[src/rtl/alu_iterativa_pkg.sv]
// Shared op codes and FSM encoding for the iterative ALU.
package alu_iterativa_pkg;

  // Same sel values the ALU control decoder emits.
  localparam logic [3:0] ALU_ADD = 4'b0000;
  localparam logic [3:0] ALU_SUB = 4'b0001;
  localparam logic [3:0] ALU_MUL = 4'b0010;
  localparam logic [3:0] ALU_DIV = 4'b0011;
  localparam logic [3:0] ALU_AND = 4'b0100;
  localparam logic [3:0] ALU_OR  = 4'b0101;
  localparam logic [3:0] ALU_XOR = 4'b0110;
  localparam logic [3:0] ALU_NOT = 4'b0111;
  localparam logic [3:0] ALU_SLT = 4'b1000;

  typedef enum logic [1:0] {
    ST_IDLE,
    ST_MUL,
    ST_DIV
  } state_e;

endpackage

[src/rtl/alu_iterativa_div_restoring.sv]
// Iterative unsigned restoring divider, one quotient bit per step.
// The quotient/remainder outputs show the value *after* the current step,
// so the parent can capture the final quotient on the edge of the last step.
module div_restoring #(
  parameter int WIDTH = 32
) (
  input  logic             clk,
  input  logic             reset,
  input  logic             load,
  input  logic             step,
  input  logic             last,
  input  logic [WIDTH-1:0] A,
  input  logic [WIDTH-1:0] B,
  output logic [WIDTH-1:0] quotient,
  output logic [WIDTH-1:0] remainder,
  output logic             fin
);

  logic [WIDTH-1:0] quo_q, quo_d;   // dividend shifts out the top, quotient in the bottom
  logic [WIDTH-1:0] rem_q, rem_d;
  logic [WIDTH-1:0] dvs_q, dvs_d;

  logic [WIDTH:0]   r_sh;
  logic [WIDTH:0]   diff;
  logic             ge;
  logic [WIDTH-1:0] quo_nxt, rem_nxt;

  // One restoring step: shift in next dividend bit, trial-subtract divisor.
  always_comb begin
    r_sh    = {rem_q, quo_q[WIDTH-1]};
    diff    = r_sh - {1'b0, dvs_q};
    ge      = ~diff[WIDTH];
    quo_nxt = {quo_q[WIDTH-2:0], ge};
    // When the trial fails r_sh < divisor, so it fits in WIDTH bits.
    rem_nxt = ge ? diff[WIDTH-1:0] : r_sh[WIDTH-1:0];
  end

  // Next-state: load operands or advance one step.
  always_comb begin
    quo_d = quo_q;
    rem_d = rem_q;
    dvs_d = dvs_q;
    if (load) begin
      quo_d = A;
      rem_d = '0;
      dvs_d = B;
    end else if (step) begin
      quo_d = quo_nxt;
      rem_d = rem_nxt;
    end
  end

  // Divider state registers.
  always_ff @(posedge clk or posedge reset) begin
    if (reset) begin
      quo_q <= '0;
      rem_q <= '0;
      dvs_q <= '0;
    end else begin
      quo_q <= quo_d;
      rem_q <= rem_d;
      dvs_q <= dvs_d;
    end
  end

  assign quotient  = quo_nxt;
  assign remainder = rem_nxt;
  assign fin       = step & last;

endmodule

[src/rtl/alu_iterativa.sv]
// ALU with single-cycle simple ops and iterative MUL (shift-add) / DIV.
// start/busy/done handshake; result, zero and div_zero are registered.
module alu_iterativa
  import alu_iterativa_pkg::*;
#(
  parameter int WIDTH = 32
) (
  input  logic             clk,
  input  logic             reset,
  input  logic             start,
  input  logic [3:0]       sel,
  input  logic [WIDTH-1:0] A,
  input  logic [WIDTH-1:0] B,
  output logic [WIDTH-1:0] result,
  output logic             zero,
  output logic             busy,
  output logic             done,
  output logic             div_zero
);

  localparam int CW = $clog2(WIDTH);
  localparam logic [CW-1:0] CNT_LAST = CW'(WIDTH - 1);

  state_e           state_q, state_d;
  logic [CW-1:0]    cnt_q, cnt_d;
  logic [WIDTH-1:0] mcand_q, mcand_d;
  logic [WIDTH-1:0] mplier_q, mplier_d;
  logic [WIDTH-1:0] acc_q, acc_d;
  logic [WIDTH-1:0] result_q, result_d;
  logic             zero_q, zero_d;
  logic             done_q, done_d;
  logic             dz_q, dz_d;

  logic [WIDTH-1:0] simple_res;
  logic [WIDTH-1:0] acc_nxt;
  logic             cnt_last;
  logic             div_load, div_step, div_fin;
  logic [WIDTH-1:0] div_quo;

  // Single-cycle ops; undefined codes give zero.
  always_comb begin
    simple_res = '0;
    case (sel)
      ALU_ADD: simple_res = A + B;
      ALU_SUB: simple_res = A - B;
      ALU_AND: simple_res = A & B;
      ALU_OR:  simple_res = A | B;
      ALU_XOR: simple_res = A ^ B;
      ALU_NOT: simple_res = ~A;
      ALU_SLT: simple_res = {{(WIDTH-1){1'b0}}, ($signed(A) < $signed(B))};
      default: simple_res = '0;
    endcase
  end

  // Shift-add partial product for this cycle's multiplier bit.
  always_comb acc_nxt = acc_q + (mplier_q[0] ? mcand_q : '0);

  assign cnt_last = (cnt_q == CNT_LAST);
  assign div_load = (state_q == ST_IDLE) && start && (sel == ALU_DIV) && (B != '0);
  assign div_step = (state_q == ST_DIV);

  div_restoring #(.WIDTH(WIDTH)) u_div (
    .clk       (clk),
    .reset     (reset),
    .load      (div_load),
    .step      (div_step),
    .last      (cnt_last),
    .A         (A),
    .B         (B),
    .quotient  (div_quo),
    .remainder (),
    .fin       (div_fin)
  );

  // FSM next-state, iteration datapath and output register loads.
  always_comb begin
    state_d  = state_q;
    cnt_d    = cnt_q;
    mcand_d  = mcand_q;
    mplier_d = mplier_q;
    acc_d    = acc_q;
    result_d = result_q;
    dz_d     = dz_q;
    done_d   = 1'b0;
    case (state_q)
      ST_IDLE: begin
        if (start) begin
          if (sel == ALU_MUL) begin
            mcand_d  = A;
            mplier_d = B;
            acc_d    = '0;
            cnt_d    = '0;
            state_d  = ST_MUL;
          end else if (sel == ALU_DIV) begin
            if (B == '0) begin
              result_d = '1;
              dz_d     = 1'b1;
              done_d   = 1'b1;
            end else begin
              cnt_d   = '0;
              state_d = ST_DIV;
            end
          end else begin
            result_d = simple_res;
            dz_d     = 1'b0;
            done_d   = 1'b1;
          end
        end
      end
      ST_MUL: begin
        acc_d    = acc_nxt;
        mcand_d  = mcand_q << 1;
        mplier_d = mplier_q >> 1;
        cnt_d    = cnt_q + 1'b1;
        if (cnt_last) begin
          result_d = acc_nxt;
          dz_d     = 1'b0;
          done_d   = 1'b1;
          cnt_d    = '0;
          state_d  = ST_IDLE;
        end
      end
      ST_DIV: begin
        cnt_d = cnt_q + 1'b1;
        if (div_fin) begin
          result_d = div_quo;
          dz_d     = 1'b0;
          done_d   = 1'b1;
          cnt_d    = '0;
          state_d  = ST_IDLE;
        end
      end
      default: state_d = ST_IDLE;
    endcase
    zero_d = (result_d == '0);
  end

  // State and output registers; reset aborts any iteration immediately.
  always_ff @(posedge clk or posedge reset) begin
    if (reset) begin
      state_q  <= ST_IDLE;
      cnt_q    <= '0;
      mcand_q  <= '0;
      mplier_q <= '0;
      acc_q    <= '0;
      result_q <= '0;
      zero_q   <= 1'b1;
      done_q   <= 1'b0;
      dz_q     <= 1'b0;
    end else begin
      state_q  <= state_d;
      cnt_q    <= cnt_d;
      mcand_q  <= mcand_d;
      mplier_q <= mplier_d;
      acc_q    <= acc_d;
      result_q <= result_d;
      zero_q   <= zero_d;
      done_q   <= done_d;
      dz_q     <= dz_d;
    end
  end

  assign result   = result_q;
  assign zero     = zero_q;
  assign busy     = (state_q != ST_IDLE);
  assign done     = done_q;
  assign div_zero = dz_q;

endmodule
[config.mk]
export PLATFORM = sky130hd
export DESIGN_NAME = alu_iterativa
export DESIGN_NICKNAME = d
export VERILOG_FILES = /design/src/rtl/alu_iterativa_pkg.sv /design/src/rtl/alu_iterativa_div_restoring.sv /design/src/rtl/alu_iterativa.sv
export SDC_FILE = /design/constraint.sdc
export NUM_CORES = 1
export LEC_CHECK = 0
export BUFFER_PORTS_ARGS = -buffer_cell sky130_fd_sc_hd__buf_2
export CORE_ASPECT_RATIO = 2
export CORE_UTILIZATION = 50
export CTS_CLUSTER_DIAMETER = 80
export DETAILED_ROUTE_END_ITERATION = 12
export GPL_TIMING_DRIVEN = 1
export PLACE_DENSITY = 0.67
export SLEW_MARGIN = 40
export SYNTH_ARGS = -nofsm -noshare
export SYNTH_HDL_FRONTEND = slang
export SYNTH_SLANG_ARGS = --single-unit
[constraint.sdc]
create_clock -name clk -period 14.8 [get_ports clk]
set_input_delay 1.48 -clock clk [delete_from_list [all_inputs] [get_ports clk]]
set_output_delay 1.48 -clock clk [all_outputs]
set_load 0.005 [all_outputs]
After elaboration in Yosys (flattened, before gate mapping)

Index checks and enable logic that the tools add are counted.

Bits of input ports: 71
Bits in registers: 234

Equality and inequality tests: 19
Add/subtract/negate cells: 5
$lt $le $gt $ge: 1
Reductions and logical operators: 16
Bitwise gates (word level): 6
Mux-type cells: 51

Operators with widths:

| cell               | number |
|---|---|
| $mux 32            | 18 |
| $pmux 32 s7        | 1 |
| $pmux 32 s2        | 3 |
| $pmux 32 s3        | 1 |
| $add 32x32->32     | 2 |
| $logic_not 32->1   | 2 |
| $sub 33x32->33     | 1 |
| $and 32x32->32     | 1 |
| $lt 32x32->1       | 1 |
| $not 32->32        | 1 |
| $or 32x32->32      | 1 |
| $reduce_bool 32->1 | 1 |
| $sub 32x32->32     | 1 |
| $xor 32x32->32     | 1 |
| $mux 5             | 6 |
| $eq 4x3->1 const B | 4 |
| $pmux 5 s3         | 1 |
| $mux 1             | 12 |
| $mux 2             | 6 |
| $eq 4x2->1 const B | 2 |
| $ne 2x2->1 const B | 3 |
| $pmux 1 s3         | 2 |
| $pmux 2 s3         | 1 |
| $reduce_and 6->1   | 1 |
| 20 further kinds   | 25 |

Logic depth before layout (Yosys ltp)

Word-level depth: 7
Depth in mapped cells: 16
Gate-level depth less buffers: 15

Modules after synthesis

Synthesis repeated with hierarchy kept, for this count alone.

Cells, all modules: 2662
Area, all modules: 21468.1 sq um

By module, submodules not included:

| module        | area each (sq um) | cells an instance | instances |
|---|---|---|---|
| alu_iterativa | 14797.9           | 1893              | 1 |
| div_restoring | 6670.1            | 769               | 1 |

Least setup slack after synthesis

Ideal clock, no wire load.

Path type: input port to flip-flop
Start point: input B[11]
End point: register zero_q (netlist: zero)
Arrival: 4825 ps
Path slack: 9885 ps
Setup time: 90 ps
Stages on the path: 15
Required time: 14710 ps
Cells stage by stage: inv_1 ha_1 clkbuf_1 inv_1 a2111oi_0 o311ai_0 o21ai_1 xnor2_1 nor2_1 o221ai_1 or4b_1 or4_1 nor4_1 nand4_1 nor4_2

Longest elaborated chain between the ends: 7
Elaborated cells between the ends (all ways): 14

RTL lines:

| what                                   | RTL line                                 | source |
|---|---|---|
| from (decl)                            | alu_iterativa.sv:13                      | `input logic [WIDTH-1:0] B,` |
| $sub 32x32->32 (tied with other cells) | alu_iterativa.sv:45                      | `ALU_SUB: simple_res = A - B;` |
| $pmux 32 s7 or $mux 32 (tied branches) | alu_iterativa.sv:43, alu_iterativa.sv:95 |  |
| $mux 32 *                              | alu_iterativa.sv:94                      | `end else if (sel == ALU_DIV) begin` |
| $mux 32 *                              | alu_iterativa.sv:88                      | `if (sel == ALU_MUL) begin` |
| $mux 32 *                              | alu_iterativa.sv:87                      | `if (start) begin` |
| $pmux 32 s3 *                          | alu_iterativa.sv:85                      | `case (state_q)` |
| $logic_not 32->1 *                     | alu_iterativa.sv:135                     | `zero_d = (result_d == '0);` |
| net zero_d                             | alu_iterativa.sv:30                      | `logic zero_q, zero_d;` |
| to (signal assigned)                   | alu_iterativa.sv:157                     | `zero_q <= zero_d;` |
| to (decl)                              | alu_iterativa.sv:30                      |  |

Mark *: on every way through the listed nets, which the timed path passes. The rest lies on a longest branch.
A chain may end at the register's enable or synchronous reset.

Worst setup path in the final report

Start point: register mplier_q[0]
End point: register zero_q (netlist: zero)

Longest elaborated chain between the ends: 5

RTL lines:

| what                   | RTL line             | source |
|---|---|---|
| from (decl)            | alu_iterativa.sv:27  | `logic [WIDTH-1:0] mplier_q, mplier_d;` |
| from (signal assigned) | alu_iterativa.sv:154 | `mplier_q <= mplier_d;` |
| $mux 32                | alu_iterativa.sv:56  | `always_comb acc_nxt = acc_q + (mplier_q[0] ? mcand_q : '0);` |
| $add 32x32->32         | alu_iterativa.sv:56  |  |
| $mux 32                | alu_iterativa.sv:115 | `if (cnt_last) begin` |
| $pmux 32 s3            | alu_iterativa.sv:85  |  |
| net result_d[5]        | alu_iterativa.sv:29  | `logic [WIDTH-1:0] result_q, result_d;` |
| $logic_not 32->1       | alu_iterativa.sv:135 |  |
| net zero_d             | alu_iterativa.sv:30  |  |

The timed path passes the listed nets, and every way through them passes these cells.

==> metrics <==
vias per std cell=6.523; clock root buffer=clkbuf_16; clk buf depth=3; share of layout cells above drive strength 1=9.319%; PwrDens=166.0 mW/mm^2; final worst-path cycle share=40.18%; LEAKAGE=9.851 nW; CP max-delay cell=nor4_1; Fmax achieved=168.2 MHz; Async S/R FF share, synth=100.0%; Synth top area share=28.77%; initial antenna violation count=0; Cells after Synth=2,511; number of synthesized flops with an enable pin=0; vias in the first global route=20,120; Layout Area Growth over Synthesis=9.311%; postcts setup bufs=0; largest area contributor in the synthesized netlist=dfrtp_1; total CTS buffers=25; antenna-violating nets left=0; Arrival @ worst endpoint=6.43 ns; dpl cell area=0.02127 mm^2; CTS tree=done; Mapped Avg Cell Area=8.070 um^2; die width=144.4 um; startpoint types=register; Synth Cell Area=0.02026 mm^2; WL/cell=25.91 um; Post-DP HPWL=59.78 mm; largest net degree at the start of global routing=97; critical setup path kind=reg2reg; drc violations=0; worst slew pin tran=0.9541 ns; Distinct cells, synth=90; critical path's top delay family=simple AND/OR/NAND/NOR gates; Port Buf Inserts=106; Fill cells=3,909; CTS Sinks=234; Worst-path clk slew=0.07 ns; register area share after synthesis=28.90%; Core Box Area=0.04008 mm^2; Peak VDD IR=0.1416 mV; Max Slew Vio Count=0; IO Pins=107; CP required=15.29 ns; hold buffer count at cts=0; top_reg_cell synth=dfrtp_1; Pre-antenna DRT Iters=8; synth top area cells=dfrtp_1, ha_1, o21ai_0; initial DRC count=1,691; RSZ-0062 raised after global routing=no; die area=0.04139 mm^2; Cell Count, Final, Fillers Out=3,084; worst skew pair latency=0.58 ns; first-pass GRT wire length=119.0 mm; Critical Path End Type=register; Mapped Nets=2,768; num rows=104; CP Max Fanout=32; gr ovfl total=0; Routed WL=79.90 mm; worst clock skew=0.01814 ns; DR vias=20,120; CP Buf/Inv Count=1; warnings from Yosys=0; final setup vio count=0; Hold WS=0.4763 ns; min-delay worst type=reg2reg; Max-Slew Margin vs Limit=36.39%; Max-cap violations=0; CTS H-Tree Depth=1; Post-CTS Resized=0; status=finished, final reports clean; cell mode on critical path=nor4_1; Starting Density=50.56%; final core occ=55.27%; # diodes=0; delay of the slowest critical-path stage=0.64 ns; Placed Cells=3,038; Synth Register Bits=234; gpl congestion=1.003; Fin. Hold Viols=0; Total Routing Usage GR=38.64%; Fin Setup TNS=0 ns; Chip Height=286.7 um; Final nets=2,792; worst path cell trace=buf_4 -> and2_1 -> ha_1 -> and3_1 -> a221oi_2 -> xnor2_1 -> a222oi_1 -> o21ai_1 -> nor4_1 -> or4b_1 -> or4_1 -> nor4_1 -> nand4_1 -> nor4_2; final instance area=0.02215 mm^2; Tmin final=5.947 ns
-- cell usage in the layout (no fill, tap or decap), types with 15 or more instances in the layout --
| cell type | count |
|---|---|
| o21ai_0 | 264 |
| nand2_1 | 259 |
| dfrtp_1 | 233 |
| nor2_1 | 181 |
| ha_1 | 180 |
| a21oi_1 | 170 |
| inv_1 | 154 |
| mux2i_1 | 115 |
| buf_2 | 106 |
| nand3_1 | 57 |
| nor3_1 | 48 |
| a211oi_1 | 44 |
| and2_1 | 44 |
| xnor2_1 | 40 |
| a21o_1 | 32 |
| buf_4 | 29 |
| o31ai_1 | 27 |
| nand2b_1 | 26 |
| clkbuf_16 | 25 |
| nand4_1 | 24 |
| nor4_1 | 21 |
| o211ai_1 | 21 |
| o22ai_1 | 21 |
| and3_1 | 20 |
| nor2b_1 | 19 |
| o21a_1 | 19 |
| a22o_1 | 19 |
| xor2_1 | 18 |
| a31oi_1 | 18 |
| o221ai_1 | 16 |
| a22oi_1 | 16 |
| or2_2 | 15 |
-- cell usage after synthesis, types with 10 or more instances --
master    count
a21o_1       32
and2_1       45
o211ai_1     21
mux2i_1     115
or2_2        15
o31ai_1      28
o221ai_1     16
clkbuf_1    112
o21bai_1     14
nand4_1      24
or3_1        10
a31oi_1      19
a221oi_1     14
nor4_1       22
buf_2        10
o22ai_1      21
xnor2_1      41
a21oi_1     170
xor2_1       18
ha_1        182
a22oi_1      16
and3_1       20
dfrtp_1     233
a211oi_1     45
a22o_1       19
nor2b_1      19
nand2b_1     26
nand3_1      57
o21ai_0     264
buf_1        15
o21a_1       19
nand2_1     259
nor3_1       48
inv_1       155
nor2_1      183
-- per-layer routing --
layer / GRT usage, % / routed length [um]
met1: 41.44 / 28290
met3: 4.972 / 4525
met4: 28.84 / 6727
met5: 0 / 0
met2: 67.97 / 40350
-- final cells by class --
| type | instances | area (um^2) | area share (%) |
|---|---|---|---|
| Multi-Input combinational cell | 1977 | 13350 | 60.26 |
| Clock buffer | 32 | 681.9 | 3.078 |
| Inverter | 157 | 596.8 | 2.694 |
| Clock inverter | 14 | 196.4 | 0.8868 |
| Sequential cell | 234 | 5857 | 26.44 |
| Timing Repair Buffer | 140 | 808.3 | 3.649 |
| Tap cell | 530 | 663.1 | 2.994 |
-- cells by family after synthesis --
group                      synth area share [%]
muxes                                     5.958
and+or+nand+nor                           18.27
AOI/OAI and AO/OA                         26.94
buffers and inverters                     5.748
xor gates and xnor gates                  2.550
DFF                                       28.90
adders and majority gates                 11.63
-- worst paths after layout --
path	from	cells past startpoint	end	slack, ns
setup / recovery	mplier_q[0]$_DFFE_PP0P_	14	zero$_DFF_PP1_	8.85
hold / removal	cnt_q[3]$_DFFE_PP0P_	1	cnt_q[3]$_DFFE_PP0P_	0.48
setup reg to reg	mplier_q[0]$_DFFE_PP0P_	14	zero$_DFF_PP1_	8.85
hold reg to reg	cnt_q[3]$_DFFE_PP0P_	1	cnt_q[3]$_DFFE_PP0P_	0.48
max in group asynchronous	reset	3	u_div.rem_q[28]$_DFFE_PP0P_	12.57
min in group asynchronous	reset	2	u_div.quo_q[12]$_DFFE_PP0P_	1.02
-- through the flow --
stage / total power, W / setup WS, ns
4_1_cts: 0.003661 / 9.077
5_1_grt: 0.003902 / 8.648
3_3_place_gp: 0.002904 / 8.521
2_1_floorplan: 0.002354 / 6.904
3_5_place_dp: 0.002949 / 8.490
6_report: 0.003677 / 8.853
-- registers in the layout (all words and copies together) (netlist names) --
name         cells
mcand_q         32
u_div.quo_q     32
done             1
acc_q           32
u_div.dvs_q     32
mplier_q        32
zero             1
u_div.rem_q     32
state_q          2
result          32
div_zero         1
cnt_q            5
-- power by group --
part / total [W] / leakage, nW / internal (W) / switching [W]
logic: 0.00188 / 6.51 / 0.000725 / 0.00116
registers: 0.00110 / 2.92 / 0.000884 / 0.000215
clock network: 0.000699 / 0.420 / 0.000399 / 0.000300
(Power assumes the default switching activity.)
